<file path="src/rtl/mem_arb_pkg.sv">
// Shared encodings and defaults for the IFU/LSU memory-port arbiter.
// Imported by the interface-facing top and the grant selector.
package mem_arb_pkg;

  typedef enum logic [1:0] {
    ST_IDLE = 2'd0,
    ST_REQ  = 2'd1,
    ST_WAIT = 2'd2
  } state_t;

  typedef enum logic {
    OWN_IFU = 1'b0,
    OWN_LSU = 1'b1
  } owner_t;

  localparam int STARVE_MAX_DEF = 4;

endpackage

</file>
<file path="src/rtl/mem_port_arb_if.sv">
// Bundle of IFU, LSU and memory-side signals around the shared memory port.
// slave = arbiter view, master = surrounding core/memory view.
interface mem_port_arb_if #(
  parameter int AW = 32,
  parameter int DW = 32
);

  logic            ifu_req_val;
  logic            ifu_req_rdy;
  logic [AW-1:0]   ifu_req_addr;
  logic            ifu_flush;
  logic            ifu_rsp_val;
  logic [DW-1:0]   ifu_rsp_data;

  logic            lsu_req_val;
  logic            lsu_req_rdy;
  logic [AW-1:0]   lsu_req_addr;
  logic            lsu_req_wen;
  logic [DW-1:0]   lsu_req_wdata;
  logic [DW/8-1:0] lsu_req_wmask;
  logic            lsu_rsp_val;
  logic [DW-1:0]   lsu_rsp_data;

  logic            mem_req_val;
  logic            mem_req_rdy;
  logic [AW-1:0]   mem_req_addr;
  logic            mem_req_wen;
  logic [DW-1:0]   mem_req_wdata;
  logic [DW/8-1:0] mem_req_wmask;
  logic            mem_rsp_val;
  logic [DW-1:0]   mem_rsp_data;

  modport slave (
    input  ifu_req_val, ifu_req_addr, ifu_flush,
    output ifu_req_rdy, ifu_rsp_val, ifu_rsp_data,
    input  lsu_req_val, lsu_req_addr, lsu_req_wen, lsu_req_wdata, lsu_req_wmask,
    output lsu_req_rdy, lsu_rsp_val, lsu_rsp_data,
    output mem_req_val, mem_req_addr, mem_req_wen, mem_req_wdata, mem_req_wmask,
    input  mem_req_rdy, mem_rsp_val, mem_rsp_data
  );

  modport master (
    output ifu_req_val, ifu_req_addr, ifu_flush,
    input  ifu_req_rdy, ifu_rsp_val, ifu_rsp_data,
    output lsu_req_val, lsu_req_addr, lsu_req_wen, lsu_req_wdata, lsu_req_wmask,
    input  lsu_req_rdy, lsu_rsp_val, lsu_rsp_data,
    input  mem_req_val, mem_req_addr, mem_req_wen, mem_req_wdata, mem_req_wmask,
    output mem_req_rdy, mem_rsp_val, mem_rsp_data
  );

endinterface

</file>
<file path="src/rtl/mem_arb_sel.sv">
// Combinational grant selection: LSU wins unless it has starved the IFU,
// a flushing IFU request is never granted. Grants are one-hot or zero.
module mem_arb_sel #(
  parameter int STARVE_MAX = 4,
  parameter int CW         = $clog2(STARVE_MAX + 1)
) (
  input  logic          i_ifu_val,
  input  logic          i_lsu_val,
  input  logic          i_ifu_flush,
  input  logic          i_idle,
  input  logic [CW-1:0] i_starve_cnt,
  output logic          o_gnt_ifu,
  output logic          o_gnt_lsu
);

  logic w_lsu_ok;

  assign w_lsu_ok  = i_starve_cnt < CW'(STARVE_MAX);
  assign o_gnt_lsu = i_idle && i_lsu_val && w_lsu_ok;
  assign o_gnt_ifu = i_idle && !o_gnt_lsu && i_ifu_val && !i_ifu_flush;

endmodule

</file>
<file path="src/rtl/mem_port_arb.sv">
// Single-outstanding arbiter sharing one memory port between IFU and LSU:
// latches the granted request, holds it until accepted, routes the response.
module mem_port_arb
  import mem_arb_pkg::*;
#(
  parameter int AW         = 32,
  parameter int DW         = 32,
  parameter int STARVE_MAX = STARVE_MAX_DEF
) (
  input logic           clk,
  input logic           rst,
  mem_port_arb_if.slave bus
);

  localparam int CW = $clog2(STARVE_MAX + 1);

  state_t          r_state;
  state_t          w_next_state;
  owner_t          r_owner;
  logic            r_drop;
  logic [CW-1:0]   r_starve_cnt;
  logic [AW-1:0]   r_addr;
  logic            r_wen;
  logic [DW-1:0]   r_wdata;
  logic [DW/8-1:0] r_wmask;

  logic            w_idle;
  logic            w_gnt_ifu;
  logic            w_gnt_lsu;
  logic            w_rsp_fire;

  assign w_idle = (r_state == ST_IDLE);

  mem_arb_sel #(
    .STARVE_MAX (STARVE_MAX),
    .CW         (CW)
  ) u_sel (
    .i_ifu_val    (bus.ifu_req_val),
    .i_lsu_val    (bus.lsu_req_val),
    .i_ifu_flush  (bus.ifu_flush),
    .i_idle       (w_idle),
    .i_starve_cnt (r_starve_cnt),
    .o_gnt_ifu    (w_gnt_ifu),
    .o_gnt_lsu    (w_gnt_lsu)
  );

  // NOTE: sequential state uses non-blocking assignments so every flop samples pre-edge values.
  always_ff @(posedge clk or posedge rst) begin
    if (rst) r_state <= ST_IDLE;
    else     r_state <= w_next_state;
  end

  // NOTE: default assignment first so no path through the case leaves a latch.
  always_comb begin
    w_next_state = r_state;
    case (r_state)
      ST_IDLE: if (w_gnt_ifu || w_gnt_lsu) w_next_state = ST_REQ;
      ST_REQ:  if (bus.mem_req_rdy)        w_next_state = ST_WAIT;
      ST_WAIT: if (bus.mem_rsp_val)        w_next_state = ST_IDLE;
      default:                             w_next_state = ST_IDLE;
    endcase
  end

  // A response arriving outside WAIT is a protocol violation and is ignored.
  always_comb begin
    w_rsp_fire       = (r_state == ST_WAIT) && bus.mem_rsp_val;
    bus.ifu_req_rdy  = w_gnt_ifu;
    bus.lsu_req_rdy  = w_gnt_lsu;
    bus.mem_req_val  = (r_state == ST_REQ);
    bus.ifu_rsp_val  = w_rsp_fire && (r_owner == OWN_IFU) && !r_drop && !bus.ifu_flush;
    bus.lsu_rsp_val  = w_rsp_fire && (r_owner == OWN_LSU);
    bus.ifu_rsp_data = bus.mem_rsp_data;
    bus.lsu_rsp_data = bus.mem_rsp_data;
  end

  assign bus.mem_req_addr  = r_addr;
  assign bus.mem_req_wen   = r_wen;
  assign bus.mem_req_wdata = r_wdata;
  assign bus.mem_req_wmask = r_wmask;

  // Request latch; fetches never carry write data or byte enables.
  always_ff @(posedge clk or posedge rst) begin
    if (rst) begin
      r_addr  <= '0;
      r_wen   <= 1'b0;
      r_wdata <= '0;
      r_wmask <= '0;
      r_owner <= OWN_IFU;
      r_drop  <= 1'b0;
    end else if (w_gnt_lsu) begin
      r_addr  <= bus.lsu_req_addr;
      r_wen   <= bus.lsu_req_wen;
      r_wdata <= bus.lsu_req_wdata;
      r_wmask <= bus.lsu_req_wmask;
      r_owner <= OWN_LSU;
      r_drop  <= 1'b0;
    end else if (w_gnt_ifu) begin
      r_addr  <= bus.ifu_req_addr;
      r_wen   <= 1'b0;
      r_wdata <= '0;
      r_wmask <= '0;
      r_owner <= OWN_IFU;
      r_drop  <= 1'b0;
    end else if (!w_idle && (r_owner == OWN_IFU) && bus.ifu_flush) begin
      r_drop  <= 1'b1;
    end
  end

  // Counts LSU wins while the IFU waits; only meaningful in IDLE.
  always_ff @(posedge clk or posedge rst) begin
    if (rst) begin
      r_starve_cnt <= '0;
    end else if (w_idle) begin
      if (!bus.ifu_req_val || w_gnt_ifu)
        r_starve_cnt <= '0;
      else if (w_gnt_lsu && (r_starve_cnt != CW'(STARVE_MAX)))
        r_starve_cnt <= r_starve_cnt + CW'(1);
    end
  end

endmodule

</file>
<file path="src/flat_wrapper.sv">
// flat-port wrapper written by rule: the top's interface ports become plain ports
module mem_port_arb_flat import mem_arb_pkg::*;
#(
  parameter int AW         = 32,
  parameter int DW         = 32,
  parameter int STARVE_MAX = STARVE_MAX_DEF
)
  (clk, rst, bus_ifu_req_val, bus_ifu_req_addr, bus_ifu_flush, bus_ifu_req_rdy, bus_ifu_rsp_val, bus_ifu_rsp_data, bus_lsu_req_val, bus_lsu_req_addr, bus_lsu_req_wen, bus_lsu_req_wdata, bus_lsu_req_wmask, bus_lsu_req_rdy, bus_lsu_rsp_val, bus_lsu_rsp_data, bus_mem_req_val, bus_mem_req_addr, bus_mem_req_wen, bus_mem_req_wdata, bus_mem_req_wmask, bus_mem_req_rdy, bus_mem_rsp_val, bus_mem_rsp_data);
  mem_port_arb_if #(.AW(AW), .DW(DW)) bus_i ();
  input logic clk;
  input logic rst;
  input wire logic [$bits(bus_i.ifu_req_val)-1:0] bus_ifu_req_val;
  input wire logic [$bits(bus_i.ifu_req_addr)-1:0] bus_ifu_req_addr;
  input wire logic [$bits(bus_i.ifu_flush)-1:0] bus_ifu_flush;
  output wire logic [$bits(bus_i.ifu_req_rdy)-1:0] bus_ifu_req_rdy;
  output wire logic [$bits(bus_i.ifu_rsp_val)-1:0] bus_ifu_rsp_val;
  output wire logic [$bits(bus_i.ifu_rsp_data)-1:0] bus_ifu_rsp_data;
  input wire logic [$bits(bus_i.lsu_req_val)-1:0] bus_lsu_req_val;
  input wire logic [$bits(bus_i.lsu_req_addr)-1:0] bus_lsu_req_addr;
  input wire logic [$bits(bus_i.lsu_req_wen)-1:0] bus_lsu_req_wen;
  input wire logic [$bits(bus_i.lsu_req_wdata)-1:0] bus_lsu_req_wdata;
  input wire logic [$bits(bus_i.lsu_req_wmask)-1:0] bus_lsu_req_wmask;
  output wire logic [$bits(bus_i.lsu_req_rdy)-1:0] bus_lsu_req_rdy;
  output wire logic [$bits(bus_i.lsu_rsp_val)-1:0] bus_lsu_rsp_val;
  output wire logic [$bits(bus_i.lsu_rsp_data)-1:0] bus_lsu_rsp_data;
  output wire logic [$bits(bus_i.mem_req_val)-1:0] bus_mem_req_val;
  output wire logic [$bits(bus_i.mem_req_addr)-1:0] bus_mem_req_addr;
  output wire logic [$bits(bus_i.mem_req_wen)-1:0] bus_mem_req_wen;
  output wire logic [$bits(bus_i.mem_req_wdata)-1:0] bus_mem_req_wdata;
  output wire logic [$bits(bus_i.mem_req_wmask)-1:0] bus_mem_req_wmask;
  input wire logic [$bits(bus_i.mem_req_rdy)-1:0] bus_mem_req_rdy;
  input wire logic [$bits(bus_i.mem_rsp_val)-1:0] bus_mem_rsp_val;
  input wire logic [$bits(bus_i.mem_rsp_data)-1:0] bus_mem_rsp_data;
  assign bus_i.ifu_req_val = bus_ifu_req_val;
  assign bus_i.ifu_req_addr = bus_ifu_req_addr;
  assign bus_i.ifu_flush = bus_ifu_flush;
  assign bus_ifu_req_rdy = bus_i.ifu_req_rdy;
  assign bus_ifu_rsp_val = bus_i.ifu_rsp_val;
  assign bus_ifu_rsp_data = bus_i.ifu_rsp_data;
  assign bus_i.lsu_req_val = bus_lsu_req_val;
  assign bus_i.lsu_req_addr = bus_lsu_req_addr;
  assign bus_i.lsu_req_wen = bus_lsu_req_wen;
  assign bus_i.lsu_req_wdata = bus_lsu_req_wdata;
  assign bus_i.lsu_req_wmask = bus_lsu_req_wmask;
  assign bus_lsu_req_rdy = bus_i.lsu_req_rdy;
  assign bus_lsu_rsp_val = bus_i.lsu_rsp_val;
  assign bus_lsu_rsp_data = bus_i.lsu_rsp_data;
  assign bus_mem_req_val = bus_i.mem_req_val;
  assign bus_mem_req_addr = bus_i.mem_req_addr;
  assign bus_mem_req_wen = bus_i.mem_req_wen;
  assign bus_mem_req_wdata = bus_i.mem_req_wdata;
  assign bus_mem_req_wmask = bus_i.mem_req_wmask;
  assign bus_i.mem_req_rdy = bus_mem_req_rdy;
  assign bus_i.mem_rsp_val = bus_mem_rsp_val;
  assign bus_i.mem_rsp_data = bus_mem_rsp_data;
  mem_port_arb #(.AW(AW), .DW(DW), .STARVE_MAX(STARVE_MAX)) u_core (.clk(clk), .rst(rst), .bus(bus_i));
endmodule
</file>
<file path="config.mk">
export PLATFORM = sky130hd
export DESIGN_NAME = mem_port_arb_flat
export DESIGN_NICKNAME = d
export VERILOG_FILES = /design/src/rtl/mem_arb_pkg.sv /design/src/rtl/mem_port_arb_if.sv /design/src/rtl/mem_arb_sel.sv /design/src/rtl/mem_port_arb.sv /design/src/flat_wrapper.sv
export SDC_FILE = /design/constraint.sdc
export NUM_CORES = 1
export LEC_CHECK = 0
export ABC_AREA = 1
export BUFFER_PORTS_ARGS = -buffer_cell sky130_fd_sc_hd__buf_2
export CORE_AREA = 2 2 108 110
export DETAILED_ROUTE_END_ITERATION = 6
export DIE_AREA = 0 0 110 112
export PLACE_DENSITY = 0.73
export SLEW_MARGIN = 5
export SYNTH_ARGS = -nofsm -noshare
export SYNTH_HDL_FRONTEND = slang
export SYNTH_SLANG_ARGS = --single-unit
export TNS_END_PERCENT = 50
</file>
<file path="constraint.sdc">
create_clock -name clk -period 3.2 [get_ports clk]
set_clock_uncertainty 0.2 [all_clocks]
set_input_delay 0.16 -clock clk [delete_from_list [all_inputs] [get_ports clk]]
set_output_delay 0.16 -clock clk [all_outputs]
set_load 0.02 [all_outputs]
</file>
==> impl_metrics.py <==
metrics = {
    "floorplan": {
        "rows": 39,
        "die-area_um2": 12320,
        "initial_core_util_pct": 37.58,
        "core_area_um2": 11170,
        "dieWidth_um": 110,
        "die_h_um": 112,
        "ios": 278,
    },
    "timing": {
        "holdWs_ns": 0.1200,
        "fin_setup_tns_ns": 0,
        "finalHoldViolCount": 0,
        "rsz0062_at_grt": "false",
        "relSlewSlack_pct": 23.50,
        "period_minus_slack_ns": 2.799,
        "drv_slew": 0,
        "worstMarginPinSlew_ns": 1.148,
        "finalSetupViolations": 0,
        "maxClockFrequency_mhz": 357.3,
        "finalCritPeriodShare_pct": 87.46,
    },
    "placed_design": {
        "dpl_cell_area_um2": 4634,
        "dp_hpwl_mm": 7.215,
        "io_buffers": 181,
        "place.gp.congestion": 0.7651,
    },
    "detailed_routing": {
        "vias_per_cell": 4.856,
        "wl_per_cell_um": 14.34,
        "drt-total-wl_mm": 12.51,
        "drtAntennaViolNets": 0,
        "vias": 4234,
        "first_iter_violations": 324,
        "firstDrtPassIters": 4,
        "drc_errors": 0,
    },
    "clocking": {
        "postCtsSetupBuffers": 0,
        "path_clk_slew_ns": 0.06,
        "cts.sinks": 76,
        "clock_latency_ns": 0.33,
        "clockBufferDepth": 2,
        "cts_tree": "yes",
        "cts_buffers": 9,
        "cts-root-buf": "clkbuf_16",
        "h-tree-depth": 3,
    },
    "worst_setup_path": {
        "path_class": "register to register",
        "cp_top_family": "simple AND/OR/NAND/NOR gates",
        "crit_fanout": 51,
        "cpMostUsedCell": "nand2_4",
        "cp.required_ns": 3.28,
        "cp.buffers_inverters": 2,
        "max_stage_delay_ns": 0.62,
        "cp-end-kind": "register",
        "crit_arrival_ns": 2.88,
        "cp_cell_sequence": "nor2_8 > nand2_4 > buf_4 > nand2_4 > nand3_1 > dlygate4sd3_1 > nand2_1",
        "slowest_stage": "dlygate4sd3_1",
        "startpoint_type": "register",
    },
    "synthesis": {
        "ys_ff_latch": 76,
        "ys_seq_area_share_pct": 45.29,
        "synth_compound_area_share_pct": 0.6555,
        "synth_xor_area_share_pct": 0.2086,
        "syn-mean-instance-area_um2": 8.153,
        "yosys_warnings": 0,
        "synth_top_family_by_area": "simple AND/OR/NAND/NOR gates",
        "synthAdderAreaFrac_pct": 0.2980,
        "syn_nets": 656,
        "synthesis.area_um2": 4199,
        "synthCells": 515,
        "muxShareOfSynthArea_pct": 0,
        "synth_cell_types": 22,
        "yosys.area_share.simple_pct": 33.49,
    },
    "finish": {
        "final_util_pct": 53.95,
        "nets": 865,
        "drive_gt1_share_pct": 28.67,
        "area_delta_synth_final_pct": 43.56,
        "diodes": 0,
        "fin_area_um2": 6028,
    },
    "power": {
        "p_sw_share_pct": 42.42,
        "peakVddDrop_mv": 0.4678,
        "p_int_mw": 3.069,
        "combPwrFrac_pct": 48.0,
        "pwr-share-clk_pct": 20.6,
        "p_per_area_nw_per_um2": 884.3,
        "p_leak_nw": 3.302,
        "power_mw": 5.331,
        "p_seq_share_pct": 31.5,
        "power_switching_mw": 2.261,
    },
    "grt": {
        "grt_max_degree": 70,
        "grt_pass1_vias": 4191,
        "antenna_found_initial": 0,
        "track_usage_pct": 20.66,
        "grt_pass1_wl_mm": 19.82,
        "grt_overflow": 0,
    },
    "flow_run": {
        "cap_violations": 0,
    },
    "hold_path": {
        "hold_path_class": "primary input to output port",
    },
    "status": {
        "status": "finished clean",
    },
}
==> layer usage <==
layer  vias up  track usage, %  wire length, um
li1       1993               -                -
met1      1959           22.95             4675
met2       225           34.07             6186
met3        57           5.913             1092
met4         0           13.16              554
met5         -               0                0
==> layout make-up <==
type	instances	area (um^2)
Fill cell	989	5146
Timing Repair Buffer	293	2014
Sequential cell	76	1902
Multi-Input combinational cell	303	1460
Clock buffer	11	242.7
Tap cell	143	178.9
Inverter	41	155.1
Clock inverter	5	75.07
==> state kept, by name, indices dropped and copies added (netlist names) <==
register / flops
u_core.bus.mem_req_addr: 32
u_core.bus.mem_req_wdata: 32
u_core.bus.mem_req_wen: 1
u_core.bus.mem_req_wmask: 4
u_core.r_drop: 1
u_core.r_owner: 1
u_core.r_starve_cnt: 3
u_core.r_state: 2
==> what timing repair did <==
item,in CTS,in global routing
setup endpoints to repair,0,5
hold endpoints to repair,137,0
hold buffers,107,0
gates resized for setup,0,1
==> cells by family (layout without fill, tap and decap cells) <==
group,Yosys count,after routing
flip-flops,76,76
adder cells (fa/ha/maj),1,1
AND/OR/NAND/NOR,296,296
AO/OA/AOI/OAI,5,5
XOR/XNOR,1,1
buffers and inverters,136,350
==> Yosys cell counts <==
master | count | area share, %
buf_4 | 70 | 13
inv_2 | 1 | 0.089
nor2_2 | 2 | 0.30
nor2_1 | 5 | 0.45
buf_2 | 19 | 2.3
ha_1 | 1 | 0.30
nor2_8 | 1 | 0.48
nand4_1 | 3 | 0.45
o21ai_0 | 2 | 0.24
nand3_1 | 104 | 12
nand2_2 | 1 | 0.15
o211ai_1 | 1 | 0.18
nor4_1 | 1 | 0.15
nand3b_1 | 31 | 5.5
inv_1 | 40 | 3.6
xnor2_1 | 1 | 0.21
dfrtp_1 | 76 | 45
o21ai_1 | 1 | 0.12
buf_6 | 6 | 1.6
nand2_4 | 2 | 0.54
nand2_1 | 146 | 13
a21oi_1 | 1 | 0.12
==> power groups by stage <==
| stage | sequential [mW] | clock, mW | combinational [mW] |
|---|---|---|---|
| 3_3_place_gp | 1.66 | 0 | 2.19 |
| 6_report | 1.68 | 1.10 | 2.56 |
| 5_1_grt | 1.72 | 1.16 | 2.81 |
| 2_1_floorplan | 2.15 | 0 | 1.23 |
| 4_1_cts | 1.67 | 1.13 | 2.53 |
| 3_5_place_dp | 1.66 | 0 | 2.25 |
==> metrics by stage <==
step / instances / worst slack [ns]
finish: 872 / 0.4012
global route: 872 / 0.2205
CTS: 872 / 0.2373
detailed placement: 749 / 0.7742
global placement: 749 / 0.8392
floorplan: 515 / 0.9017
==> worst paths after layout <==
kind,from,endpoint,slack [ns],depth (start not counted)
min in group asynchronous,rst,u_core.bus.mem_req_wen,0.40,3
worst max-delay path,u_core.r_state[1],u_core.bus.mem_req_addr[22],0.40,7
worst min-delay path,bus_mem_rsp_data[22],bus_lsu_rsp_data[22],0.12,0
worst max register to register,u_core.r_state[1],u_core.bus.mem_req_addr[22],0.40,7
worst min register to register,u_core.bus.mem_req_wdata[6],u_core.bus.mem_req_wdata[6],0.30,2
max in group asynchronous,rst,u_core.bus.mem_req_wdata[3],1.58,4
==> placed cells by master (no fill, tap or decap), types with 2 or more instances in the layout <==
master and n:
buf_2 181, clkbuf_16 9, clkinv_2 4, dlygate4sd3_1 107, dfrtp_1 76, buf_4 5, nand4_1 3, bufinv_16 2
o21ai_0 2, nand2_1 146, nand3b_1 31, nand3_1 104, inv_1 39, nor2_2 2, nor2_1 5, nand2_4 3
==> worst reg2reg max path, stage by stage (launching register included) <==
cell           delay (ns)
dfrtp_1              0.45
nor2_8               0.47
nand2_4              0.10
buf_4                0.30
nand2_4              0.38
nand3_1              0.15
dlygate4sd3_1        0.62
nand2_1              0.07
Power figures use the tool's default switching activity.
